==> config.mk <==
export PLATFORM = sky130hd
export DESIGN_NAME = hex_scan_ctrl
export DESIGN_NICKNAME = d
export VERILOG_FILES = /design/src/rtl/hex_pkg.sv /design/src/rtl/hex_scan_ctrl_hexdriver.sv /design/src/rtl/hex_scan_ctrl.sv
export SDC_FILE = /design/constraint.sdc
export NUM_CORES = 1
export LEC_CHECK = 0
export ABC_AREA = 1
export BUFFER_PORTS_ARGS = -buffer_cell sky130_fd_sc_hd__clkbuf_2
export CORE_AREA = 5 5 108 110
export DETAILED_ROUTE_END_ITERATION = 8
export DIE_AREA = 0 0 113 115
export GPL_ROUTABILITY_DRIVEN = 1
export HOLD_SLACK_MARGIN = 0.12
export MAX_ROUTING_LAYER = met4
export PLACE_DENSITY_LB_ADDON = 0.05
export SETUP_SLACK_MARGIN = 0.4
export SLEW_MARGIN = 0
export SYNTH_ARGS = -nofsm -noshare
export SYNTH_HDL_FRONTEND = slang
export SYNTH_SLANG_ARGS = --single-unit
==> constraint.sdc <==
create_clock -name Clk -period 4.2 [get_ports Clk]
set_clock_uncertainty 0.2 [all_clocks]
set_input_delay 0.42 -clock Clk [delete_from_list [all_inputs] [get_ports Clk]]
set_output_delay 0.42 -clock Clk [all_outputs]
set_load 0.02 [all_outputs]
==> src/rtl/hex_pkg.sv <==
// Shared types and constants for the six-digit multiplexed hex display controller.
package hex_pkg;

   localparam int NUM_DIGITS = 6;
   localparam logic [6:0] SEG_BLANK = 7'h7F;

   typedef struct packed {
      logic [3:0] value;
      logic       blank;
      logic       blink;
   } digit_t;

   localparam digit_t DIGIT_RESET = '{value: 4'h0, blank: 1'b1, blink: 1'b0};

endpackage

==> src/rtl/hex_scan_ctrl_hexdriver.sv <==
// Nibble to active-low seven-segment pattern, bit order {g,f,e,d,c,b,a}.
module HexDriver (
   input  logic [3:0] nibble_i,
   output logic [6:0] seg_o
);

   always_comb begin
      seg_o = 7'h7F;
      case (nibble_i)
         4'h0: seg_o = 7'h40;
         4'h1: seg_o = 7'h79;
         4'h2: seg_o = 7'h24;
         4'h3: seg_o = 7'h30;
         4'h4: seg_o = 7'h19;
         4'h5: seg_o = 7'h12;
         4'h6: seg_o = 7'h02;
         4'h7: seg_o = 7'h78;
         4'h8: seg_o = 7'h00;
         4'h9: seg_o = 7'h10;
         4'hA: seg_o = 7'h08;
         4'hB: seg_o = 7'h03;
         4'hC: seg_o = 7'h46;
         4'hD: seg_o = 7'h21;
         4'hE: seg_o = 7'h06;
         4'hF: seg_o = 7'h0E;
         default: seg_o = 7'h7F;
      endcase
   end

endmodule

==> src/rtl/hex_scan_ctrl.sv <==
// Two-requester digit table with round-robin write arbitration and a
// one-digit-per-slot scan refresh of six registered HEX outputs with blinking.
module hex_scan_ctrl
   import hex_pkg::*;
#(
   parameter int SCAN_DIV  = 4,
   parameter int BLINK_DIV = 8
) (
   input  logic       Clk,
   input  logic       Reset,
   input  logic       req0,
   input  logic       req1,
   input  logic [2:0] idx0,
   input  logic [2:0] idx1,
   input  logic [3:0] val0,
   input  logic [3:0] val1,
   input  logic       blank0,
   input  logic       blank1,
   input  logic       blink0,
   input  logic       blink1,
   output logic       gnt0,
   output logic       gnt1,
   output logic       err,
   output logic [6:0] HEX0,
   output logic [6:0] HEX1,
   output logic [6:0] HEX2,
   output logic [6:0] HEX3,
   output logic [6:0] HEX4,
   output logic [6:0] HEX5
);

   localparam int DIV_W = $clog2(SCAN_DIV);
   localparam int SWP_W = $clog2(BLINK_DIV + 1);
   localparam logic [DIV_W-1:0] DIV_LAST = DIV_W'(SCAN_DIV - 1);
   localparam logic [SWP_W-1:0] SWP_LAST = SWP_W'(BLINK_DIV - 1);
   localparam logic [2:0]       PTR_LAST = 3'(NUM_DIGITS - 1);

   digit_t           table_q [NUM_DIGITS];
   digit_t           table_d [NUM_DIGITS];
   logic [6:0]       hex_q   [NUM_DIGITS];
   logic [6:0]       hex_d   [NUM_DIGITS];
   logic [DIV_W-1:0] div_q, div_d;
   logic [2:0]       ptr_q, ptr_d;
   logic [SWP_W-1:0] swp_q, swp_d;
   logic             phase_q, phase_d;
   logic             err_q, err_d;
   logic             last_q, last_d;   // requester granted most recently

   digit_t           cur_digit;
   logic [6:0]       dec_seg;
   logic [6:0]       load_seg;

   // Reset value of last_q is 1 so requester 0 wins the first contention.
   assign gnt0 = !Reset && req0 && (!req1 || last_q);
   assign gnt1 = !Reset && req1 && (!req0 || !last_q);

   always_comb begin
      last_d = last_q;
      if (gnt1) begin
         last_d = 1'b1;
      end else if (gnt0) begin
         last_d = 1'b0;
      end
   end

   // Out-of-range indices match no entry, so the write is dropped and flagged.
   always_comb begin
      for (int i = 0; i < NUM_DIGITS; i++) begin
         table_d[i] = table_q[i];
         if (gnt0 && idx0 == 3'(i)) begin
            table_d[i] = '{value: val0, blank: blank0, blink: blink0};
         end
         if (gnt1 && idx1 == 3'(i)) begin
            table_d[i] = '{value: val1, blank: blank1, blink: blink1};
         end
      end
      err_d = err_q | (gnt0 && idx0 > PTR_LAST) | (gnt1 && idx1 > PTR_LAST);
   end

   always_comb begin
      cur_digit = table_q[0];
      for (int i = 0; i < NUM_DIGITS; i++) begin
         if (ptr_q == 3'(i)) begin
            cur_digit = table_q[i];
         end
      end
   end

   HexDriver u_dec (
      .nibble_i (cur_digit.value),
      .seg_o    (dec_seg)
   );

   assign load_seg = (cur_digit.blank || (cur_digit.blink && phase_q)) ? SEG_BLANK : dec_seg;

   // Refresh reads table_q, so a same-cycle write to this digit shows next sweep.
   always_comb begin
      div_d   = div_q;
      ptr_d   = ptr_q;
      swp_d   = swp_q;
      phase_d = phase_q;
      for (int i = 0; i < NUM_DIGITS; i++) begin
         hex_d[i] = hex_q[i];
      end
      if (div_q == DIV_LAST) begin
         div_d = '0;
         for (int i = 0; i < NUM_DIGITS; i++) begin
            if (ptr_q == 3'(i)) begin
               hex_d[i] = load_seg;
            end
         end
         if (ptr_q == PTR_LAST) begin
            ptr_d = '0;
            if (swp_q == SWP_LAST) begin
               swp_d   = '0;
               phase_d = ~phase_q;
            end else begin
               swp_d = swp_q + 1'b1;
            end
         end else begin
            ptr_d = ptr_q + 1'b1;
         end
      end else begin
         div_d = div_q + 1'b1;
      end
   end

   always_ff @(posedge Clk or posedge Reset) begin
      if (Reset) begin
         for (int i = 0; i < NUM_DIGITS; i++) begin
            table_q[i] <= DIGIT_RESET;
            hex_q[i]   <= SEG_BLANK;
         end
         div_q   <= '0;
         ptr_q   <= '0;
         swp_q   <= '0;
         phase_q <= 1'b0;
         err_q   <= 1'b0;
         last_q  <= 1'b1;
      end else begin
         for (int i = 0; i < NUM_DIGITS; i++) begin
            table_q[i] <= table_d[i];
            hex_q[i]   <= hex_d[i];
         end
         div_q   <= div_d;
         ptr_q   <= ptr_d;
         swp_q   <= swp_d;
         phase_q <= phase_d;
         err_q   <= err_d;
         last_q  <= last_d;
      end
   end

   assign err  = err_q;
   assign HEX0 = hex_q[0];
   assign HEX1 = hex_q[1];
   assign HEX2 = hex_q[2];
   assign HEX3 = hex_q[3];
   assign HEX4 = hex_q[4];
   assign HEX5 = hex_q[5];

endmodule
==> insert_results.sql, run 1 <==
INSERT INTO impl_metrics (metric_group, metric, value, unit) VALUES
('floorplanning', 'die_y', '115', 'µm'),
('clock_network', 'cts_sink_count', '90', ''),
('setup_path', 'worst_ep_arrival_time', '2920', 'ps'),
('sta', 'minimum_setup_slack_in_the_final_design', '1380', 'ps'),
('setup_path', 'regToRegSetupSlack', '1380', 'ps'),
('setup_path', 'critical_path_buf_inv_count', '3', ''),
('sta', 'min_period', '2820', 'ps'),
('routing', 'drc', '0', ''),
('routing', 'firstDrtPassIters', '5', ''),
('min_path', 'timing.hold.worst.start', 'idx0[2]', ''),
('placed_design', 'gp_congestion', '0.857', ''),
('global_route', 'antenna_violations_before_repair', '0', ''),
('routing', 'number_of_vias_in_the_routed_layout', '3954', ''),
('floorplanning', 'floorplan.initialDensity', '44.0', '%'),
('setup_path', 'cp-end-kind', 'flop', ''),
('setup_path', 'criticalPathCategory', 'flop to flop', ''),
('final_layout', 'synthToLayoutAreaGrowth', '14.7', '%'),
('logic_synthesis', 'synth_seq_cells', '90', ''),
('logic_synthesis', 'post_synth_inst_count', '569', ''),
('floorplanning', 'die_area', '13000', 'µm²'),
('sta', 'finalSetupViolCount', '0', ''),
('power_and_ir_drop', 'power.leakage', '2.64', 'nW'),
('placed_design', 'place.detailed.instances', '770', ''),
('final_layout', 'final_nets', '673', ''),
('sta', 'maxSlewViolCount', '0', ''),
('setup_path', 'crit_end', 'HEX1[3]$_DFFE_PP1P_', ''),
('final_layout', 'most-common-layout-cells', 'sky130_fd_sc_hd__nand2_1, sky130_fd_sc_hd__clkbuf_2, sky130_fd_sc_hd__inv_1', ''),
('power_and_ir_drop', 'pwr_density_cell', '601', 'nW/µm²'),
('final_layout', 'n_antenna_cell', '0', ''),
('routing', 'postRouteAntennaNets', '0', ''),
('setup_path', 'worst-r2r-cell-count', '17', ''),
('sta', 'slew-limit-headroom', '48.7', '%'),
('outcome', 'status', 'completed', ''),
('setup_path', 'timing.critical_path.from_type', 'flop', ''),
('power_and_ir_drop', 'ir_worst_vdd', '0.251', 'mV'),
('setup_path', 'worstReg2RegStart', 'ptr_q[0]$_DFFE_PP0P_', ''),
('logic_synthesis', 'yosysWarnings', '0', ''),
('setup_path', 'cp_common_cell', 'sky130_fd_sc_hd__nand2_1', ''),
('placed_design', 'place_worst_setup_slack', '1380', 'ps'),
('clock_network', 'htree_levels', '3', ''),
('logic_synthesis', 'synth-xor-area-share', '0.375', '%'),
('sta', 'unrepaired_setup_endpoints_after_global_routing', 'no', ''),
('sta', 'final_hold_viol_count', '0', ''),
('global_route', 'grt_first_pass_wirelength', '20000', 'µm'),
('floorplanning', 'die_width', '113', 'µm'),
('placed_design', 'post-dp-hpwl', '9050', 'µm'),
('setup_path', 'critical_path.reg2reg.endpoint', 'HEX1[3]$_DFFE_PP1P_', ''),
('setup_path', 'worstPathRequired', '4300', 'ps'),
('logic_synthesis', 'avgSynthCellArea', '8.21', 'µm²'),
('setup_path', 'cp_slowest_cell', 'sky130_fd_sc_hd__dfrtp_1', ''),
('flow_run', 'maxCapViolCount', '0', ''),
('final_layout', 'drive_above_1_share', '25.8', '%'),
('setup_path', 'cp_slowest_stage_delay', '570', 'ps'),
('setup_path', 'timing.critical_path.from', 'ptr_q[0]$_DFFE_PP0P_', ''),
('logic_synthesis', 'synth_top_family_by_area', 'simple AND/OR/NAND/NOR gates', ''),
('logic_synthesis', 'synth_adder_area_share', '2.41', '%'),
('setup_path', 'cp_top_family', 'simple AND/OR/NAND/NOR gates', ''),
('clock_network', 'cts.path.max_buffers', '2', ''),
('logic_synthesis', 'synthMuxAreaShare', '0', '%'),
('routing', 'post_drt_via_cell_ratio', '5.02', ''),
('sta', 'timing.final.crit_share', '67.1', '%'),
('clock_network', 'cts_root_buffer', 'sky130_fd_sc_hd__clkbuf_8', ''),
('routing', 'drt-total-wl', '11900', 'µm'),
('clock_network', 'clk_pin_slew', '90', 'ps'),
('sta', 'timing_worst_slew_pin_value', '761', 'ps'),
('final_layout', 'final_util', '50.5', '%'),
('global_route', 'number_of_global_route_vias_before_repair', '3842', ''),
('routing', 'drt-wirelength-per-cell', '15.1', 'µm'),
('global_route', 'grtUsageTotal', '20.0', '%'),
('final_layout', 'finalInstanceArea', '5350', 'µm²'),
('logic_synthesis', 'synth_seq_area_share', '49.5', '%');
==> flip-flops by register name, summed over array words and instances (netlist names) <==
name,cells
HEX0,7
HEX4,7
HEX3,7
last_q,1
ptr_q,3
swp_q,4
div_q,2
phase_q,1
err,1
HEX5,7
HEX2,7
HEX1,7
table_q,36
==> cells by family after synthesis <==
group	count (synthesis)
and+or+nand+nor	328
DFF	90
buffers and inverters	76
AOI/OAI and AO/OA	64
adders and majority gates	9
xor gates and xnor gates	2
==> metrics by stage <==
stage                     hold WS (ps)  power (W)
after floorplan                    203    0.00224
after global placement             214    0.00263
after detailed placement           225    0.00266
after CTS                          136    0.00325
after global routing               173    0.00344
final                              155    0.00322
==> final cells by class <==
type                    instances  area [µm²]
clock buffers                  14         153
repair buffers                 69         355
multi-input cells             403        2060
flip-flops and latches         90        2310
clock inverters                 2        36.3
well taps                     140         175
inverters                      69         265
fillers                      1055        5250
==> where the power goes <==
group	switching (W)	internal, W	leakage (nW)	total [W]
logic	0.000767	0.000378	1.53	0.00115
registers	0.000163	0.00131	1.02	0.00148
clock network	0.000300	0.000294	0.0952	0.000594
==> metal layers <==
metal  track usage, %  share of wire [%]  wire length (µm)  up-vias
met4             6.33                1.1               136        0
li1                 -                  -                 -     1983
met1             26.7                 47              5540     1840
met5                -                  0                 0        -
met2             31.6                 48              5690      116
met3             3.26                4.6               550       15
==> Yosys cell counts, drive strengths merged <==
| master | instances | share of area [%] |
|---|---|---|
| nand2 | 240 | 20 |
| inv | 69 | 5.7 |
| dfstp | 49 | 28 |
| nor2 | 47 | 4.7 |
| dfrtp | 41 | 22 |
| nand3 | 26 | 3.6 |
| o221ai | 24 | 4.5 |
| a21oi | 19 | 2.8 |
| o311ai | 10 | 1.9 |
| ha | 9 | 2.4 |
| nand4 | 8 | 1.1 |
| o21ai | 8 | 0.94 |
| buf | 6 | 0.70 |
| nor3 | 5 | 0.75 |
| a22oi | 1 | 0.16 |
| a311o | 1 | 0.21 |
| clkbuf | 1 | 0.080 |
| nand3b | 1 | 0.16 |
| o31ai | 1 | 0.16 |
| or2 | 1 | 0.13 |
| xnor2 | 1 | 0.19 |
| xor2 | 1 | 0.19 |
==> worst min path at each step <==
stage | end | slack [ps] | cells after the start
2_1_floorplan | div_q[0]$_DFF_PP0_ | 200 | 1
3_3_place_gp | div_q[0]$_DFF_PP0_ | 210 | 1
3_5_place_dp | div_q[0]$_DFF_PP0_ | 230 | 1
4_1_cts | err$_DFF_PP0_ | 140 | 2
5_1_grt | err$_DFF_PP0_ | 170 | 2
6_report | err$_DFF_PP0_ | 160 | 2
==> what timing repair did <==
item / 4_1_cts / 5_1_grt
hold buffers: 1 / 0
buffers inserted: 0 / 0
gates resized for setup: 0 / 0
hold endpoints to repair: 32 / 0
Note: power is estimated with default switching activity, not from simulation.
==> run 2, diff against run 1 <==
--- a/config.mk
+++ b/config.mk
@@ -5,11 +5,11 @@
 export SDC_FILE = /design/constraint.sdc
 export NUM_CORES = 1
 export LEC_CHECK = 0
-export ABC_AREA = 1
+export ABC_AREA = 0
 export BUFFER_PORTS_ARGS = -buffer_cell sky130_fd_sc_hd__clkbuf_2
-export CORE_AREA = 5 5 108 110
+export CORE_AREA = 5 5 109 111
 export DETAILED_ROUTE_END_ITERATION = 8
-export DIE_AREA = 0 0 113 115
+export DIE_AREA = 0 0 114 116
 export GPL_ROUTABILITY_DRIVEN = 1
 export HOLD_SLACK_MARGIN = 0.12
 export MAX_ROUTING_LAYER = met4
==> constraint.sdc (replaced) <==
create_clock -name Clk -period 2.9 [get_ports Clk]
set_clock_uncertainty 0.2 [all_clocks]
set_input_delay 0.29 -clock Clk [delete_from_list [all_inputs] [get_ports Clk]]
set_output_delay 0.29 -clock Clk [all_outputs]
set_load 0.02 [all_outputs]
==> insert_results.sql, run 2 <==
INSERT INTO impl_metrics (metric_group, metric, value, unit) VALUES
('outcome', 'status', 'completed', ''),
('setup_path', 'worstPathRequired', '3010', 'ps'),
('global_route', 'number_of_global_route_vias_before_repair', '3994', ''),
('setup_path', 'regToRegSetupSlack', '230', 'ps'),
('sta', 'whs', '194', 'ps'),
('global_route', 'grtUsageTotal', '22.8', '%'),
('clock_network', 'cts_root_buffer', 'sky130_fd_sc_hd__clkbuf_8', ''),
('sta', 'timing.final.crit_share', '92.0', '%'),
('clock_network', 'cts_sink_count', '90', ''),
('routing', 'detailedRoute.firstIterationViolations', '258', ''),
('sta', 'slew-limit-headroom', '53.5', '%'),
('routing', 'postRouteAntennaNets', '0', ''),
('final_layout', 'final_layout_fill_cell_count', '925', ''),
('clock_network', 'cts_tree', 'yes', ''),
('routing', 'firstDrtPassIters', '5', ''),
('logic_synthesis', 'avgSynthCellArea', '10.2', 'µm²'),
('setup_path', 'timing.critical_path.from_type', 'flop', ''),
('floorplanning', 'die_area', '13200', 'µm²'),
('final_layout', 'n_antenna_cell', '0', ''),
('sta', 'timing_worst_slew_pin_value', '697', 'ps'),
('logic_synthesis', 'synth_seq_cells', '90', ''),
('logic_synthesis', 'ys_top_cells_by_count', 'sky130_fd_sc_hd__dfstp_2, sky130_fd_sc_hd__nand2_1, sky130_fd_sc_hd__nor2_1', ''),
('routing', 'drt-wirelength-per-cell', '19.4', 'µm'),
('placed_design', 'detailed_place.area', '5330', 'µm²'),
('power_and_ir_drop', 'sum_of_internal_switching_and_leakage_power', '0.00557', 'W'),
('power_and_ir_drop', 'power.leakage', '2.91', 'nW'),
('sta', 'fmax', '375', 'MHz'),
('logic_synthesis', 'postSynth.topFlopCell', 'sky130_fd_sc_hd__dfstp_2', ''),
('logic_synthesis', 'yosys.cell_count.top_type', 'sky130_fd_sc_hd__dfstp_2', ''),
('logic_synthesis', 'postSynth.asyncResetShare', '100', '%'),
('floorplanning', 'die_y', '116', 'µm'),
('placed_design', 'gp_congestion', '0.872', ''),
('clock_network', 'clk-insertion-delay-late', '370', 'ps'),
('min_path', 'whs_endpoint', 'table_q[31]$_DFFE_PP1P_', ''),
('final_layout', 'final_nets', '632', ''),
('logic_synthesis', 'post_synth_num_cell_types', '58', ''),
('setup_path', 'worst_ep_arrival_time', '2780', 'ps'),
('routing', 'number_of_vias_in_the_routed_layout', '4065', ''),
('logic_synthesis', 'synth_top_area_cell', 'sky130_fd_sc_hd__dfstp_2', ''),
('sta', 'tns', '0', 'ps'),
('setup_path', 'crit_fanout', '6', ''),
('final_layout', 'most-common-layout-cells', 'sky130_fd_sc_hd__clkbuf_2, sky130_fd_sc_hd__dfstp_2, sky130_fd_sc_hd__buf_4', ''),
('setup_path', 'worstReg2RegStart', 'ptr_q[0]$_DFFE_PP0P_', ''),
('logic_synthesis', 'netlist_area', '4690', 'µm²'),
('clock_network', 'clk_pin_slew', '90', 'ps'),
('logic_synthesis', 'post_synth_inst_count', '459', ''),
('final_layout', 'finalInstanceArea', '6460', 'µm²'),
('global_route', 'grt_first_pass_wirelength', '22100', 'µm'),
('setup_path', 'cp-end-kind', 'flop', ''),
('final_layout', 'largest_register_ffs', '36', ''),
('clock_network', 'cts.path.max_buffers', '2', ''),
('floorplanning', 'die_width', '114', 'µm'),
('global_route', 'antenna_violations_before_repair', '0', ''),
('logic_synthesis', 'synthTopCellsByArea', 'sky130_fd_sc_hd__dfstp_2, sky130_fd_sc_hd__dfrtp_1, sky130_fd_sc_hd__mux2i_1', ''),
('sta', 'final_hold_viol_count', '0', ''),
('routing', 'post_drt_via_cell_ratio', '5.45', ''),
('floorplanning', 'floorplan.initialDensity', '43.8', '%'),
('sta', 'finalSetupViolCount', '0', ''),
('power_and_ir_drop', 'ir_worst_vdd', '0.459', 'mV'),
('min_path', 'hold_class', 'input pin to flop', ''),
('global_route', 'largest_net_degree_at_the_start_of_global_routing', '55', ''),
('setup_path', 'critical_path.reg2reg.endpoint', 'HEX0[0]$_DFFE_PP1P_', ''),
('min_path', 'timing.hold.worst.start', 'idx1[0]', ''),
('sta', 'maxSlewViolCount', '0', ''),
('logic_synthesis', 'synth_seq_area_share', '49.3', '%'),
('clock_network', 'tritoncts.num_buffers', '9', ''),
('routing', 'drc', '0', ''),
('logic_synthesis', 'number_of_enable_flip_flop_cells_after_synthesis', '0', ''),
('final_layout', 'final_common_cell', 'sky130_fd_sc_hd__clkbuf_2', ''),
('global_route', 'overflow', '0', ''),
('sta', 'min_period', '2670', 'ps'),
('min_path', 'holdPathStages', '4', ''),
('floorplanning', 'io-pin-count', '67', ''),
('routing', 'drt-total-wl', '14500', 'µm'),
('final_layout', 'synthToLayoutAreaGrowth', '37.7', '%'),
('flow_run', 'maxCapViolCount', '0', ''),
('placed_design', 'post-dp-hpwl', '9750', 'µm'),
('logic_synthesis', 'post_synth_top_area_share', '27.5', '%'),
('final_layout', 'regMostFlops', 'table_q', ''),
('power_and_ir_drop', 'pwr_density_cell', '863', 'nW/µm²'),
('floorplanning', 'floorplan.rows', '38', ''),
('floorplanning', 'coreArea', '10700', 'µm²'),
('final_layout', 'drive_above_1_share', '47.9', '%'),
('setup_path', 'worst-r2r-cell-count', '11', ''),
('logic_synthesis', 'postSynthNetCount', '490', ''),
('sta', 'unrepaired_setup_endpoints_after_global_routing', 'yes', ''),
('clock_network', 'htree_levels', '3', ''),
('logic_synthesis', 'yosysWarnings', '0', ''),
('placed_design', 'port-buffer-count', '66', ''),
('setup_path', 'criticalPathCategory', 'flop to flop', '');
[run 2: kinds of logic (layout without fill, tap and decap cells)]
logic type               Yosys count  in the layout  share of synthesized area [%]
AO/OA/AOI/OAI                    155            156                           24.2
AND/OR/NAND/NOR                  132            132                           13.5
flip-flops                        90             90                           49.3
buffers and inverters             45            191                           4.40
multiplexers                      25             25                           5.58
adder cells (fa/ha/maj)            9              9                           2.40
XOR/XNOR                           3              3                          0.561
[run 2: metrics by stage]
step | std cells | setup WS [ps] | util (%)
5_1_grt | 746 | 145 | 60.4
3_3_place_gp | 668 | 150 | 49.8
4_1_cts | 737 | 291 | 58.1
6_report | 746 | 231 | 60.4
3_5_place_dp | 668 | 96.5 | 49.8
2_1_floorplan | 459 | 283 | -
[run 2: worst max-delay path by stage]
stage,cells past startpoint,from,slack (ps),end
finish,11,ptr_q[0]$_DFFE_PP0P_,230,HEX0[0]$_DFFE_PP1P_
global route,11,ptr_q[0]$_DFFE_PP0P_,150,HEX1[0]$_DFFE_PP1P_
CTS,10,ptr_q[1]$_DFFE_PP0P_,290,HEX3[3]$_DFFE_PP1P_
detailed placement,9,ptr_q[2]$_DFFE_PP0P_,100,HEX2[6]$_DFFE_PP1P_
global placement,8,ptr_q[2]$_DFFE_PP0P_,150,HEX0[6]$_DFFE_PP1P_
floorplan,12,ptr_q[0]$_DFFE_PP0P_,280,HEX5[0]$_DFFE_PP1P_
[run 2: critical path: stages (launching register included)]
cell	delay [ps]
sky130_fd_sc_hd__dfrtp_2	430
sky130_fd_sc_hd__buf_6	140
sky130_fd_sc_hd__buf_8	110
sky130_fd_sc_hd__mux2_2	330
sky130_fd_sc_hd__mux2i_2	220
sky130_fd_sc_hd__a31oi_4	90
sky130_fd_sc_hd__inv_4	130
sky130_fd_sc_hd__ha_2	190
sky130_fd_sc_hd__o311ai_1	90
sky130_fd_sc_hd__mux2_4	290
sky130_fd_sc_hd__and4bb_4	250
sky130_fd_sc_hd__a21oi_2	130
[run 2: layout make-up]
cell class | instances | area [µm²] | area share [%]
Clock inverter | 6 | 62.6 | 0.969
Multi-Input combinational cell | 325 | 2550 | 39.5
Sequential cell | 90 | 2320 | 35.9
Timing Repair Buffer | 152 | 1120 | 17.3
Inverter | 23 | 97.6 | 1.51
Tap cell | 140 | 175 | 2.71
Clock buffer | 10 | 138 | 2.13
[run 2: routing by layer]
| metal | track usage, % | share of wire [%] |
|---|---|---|
| met1 | 32.3 | 47 |
| met3 | 4.39 | 4.7 |
| met2 | 32.8 | 47 |
| met5 | - | 0 |
| met4 | 7.44 | 2.0 |
[run 2: timing repair]
action	CTS	global route
hold buffers	18	0
setup buffers	35	7
pin swaps	30	5
gates cloned	0	2
endpoints found under the setup margin	42	49
gates resized for setup	58	30
hold endpoints to repair	69	0
[run 2: report_power, final]
group,internal [W],switching (W),leakage [nW]
registers,0.00192,0.000326,1.02
logic,0.00105,0.00139,1.78
clock network,0.000424,0.000467,0.107
total,0.00339,0.00218,2.91
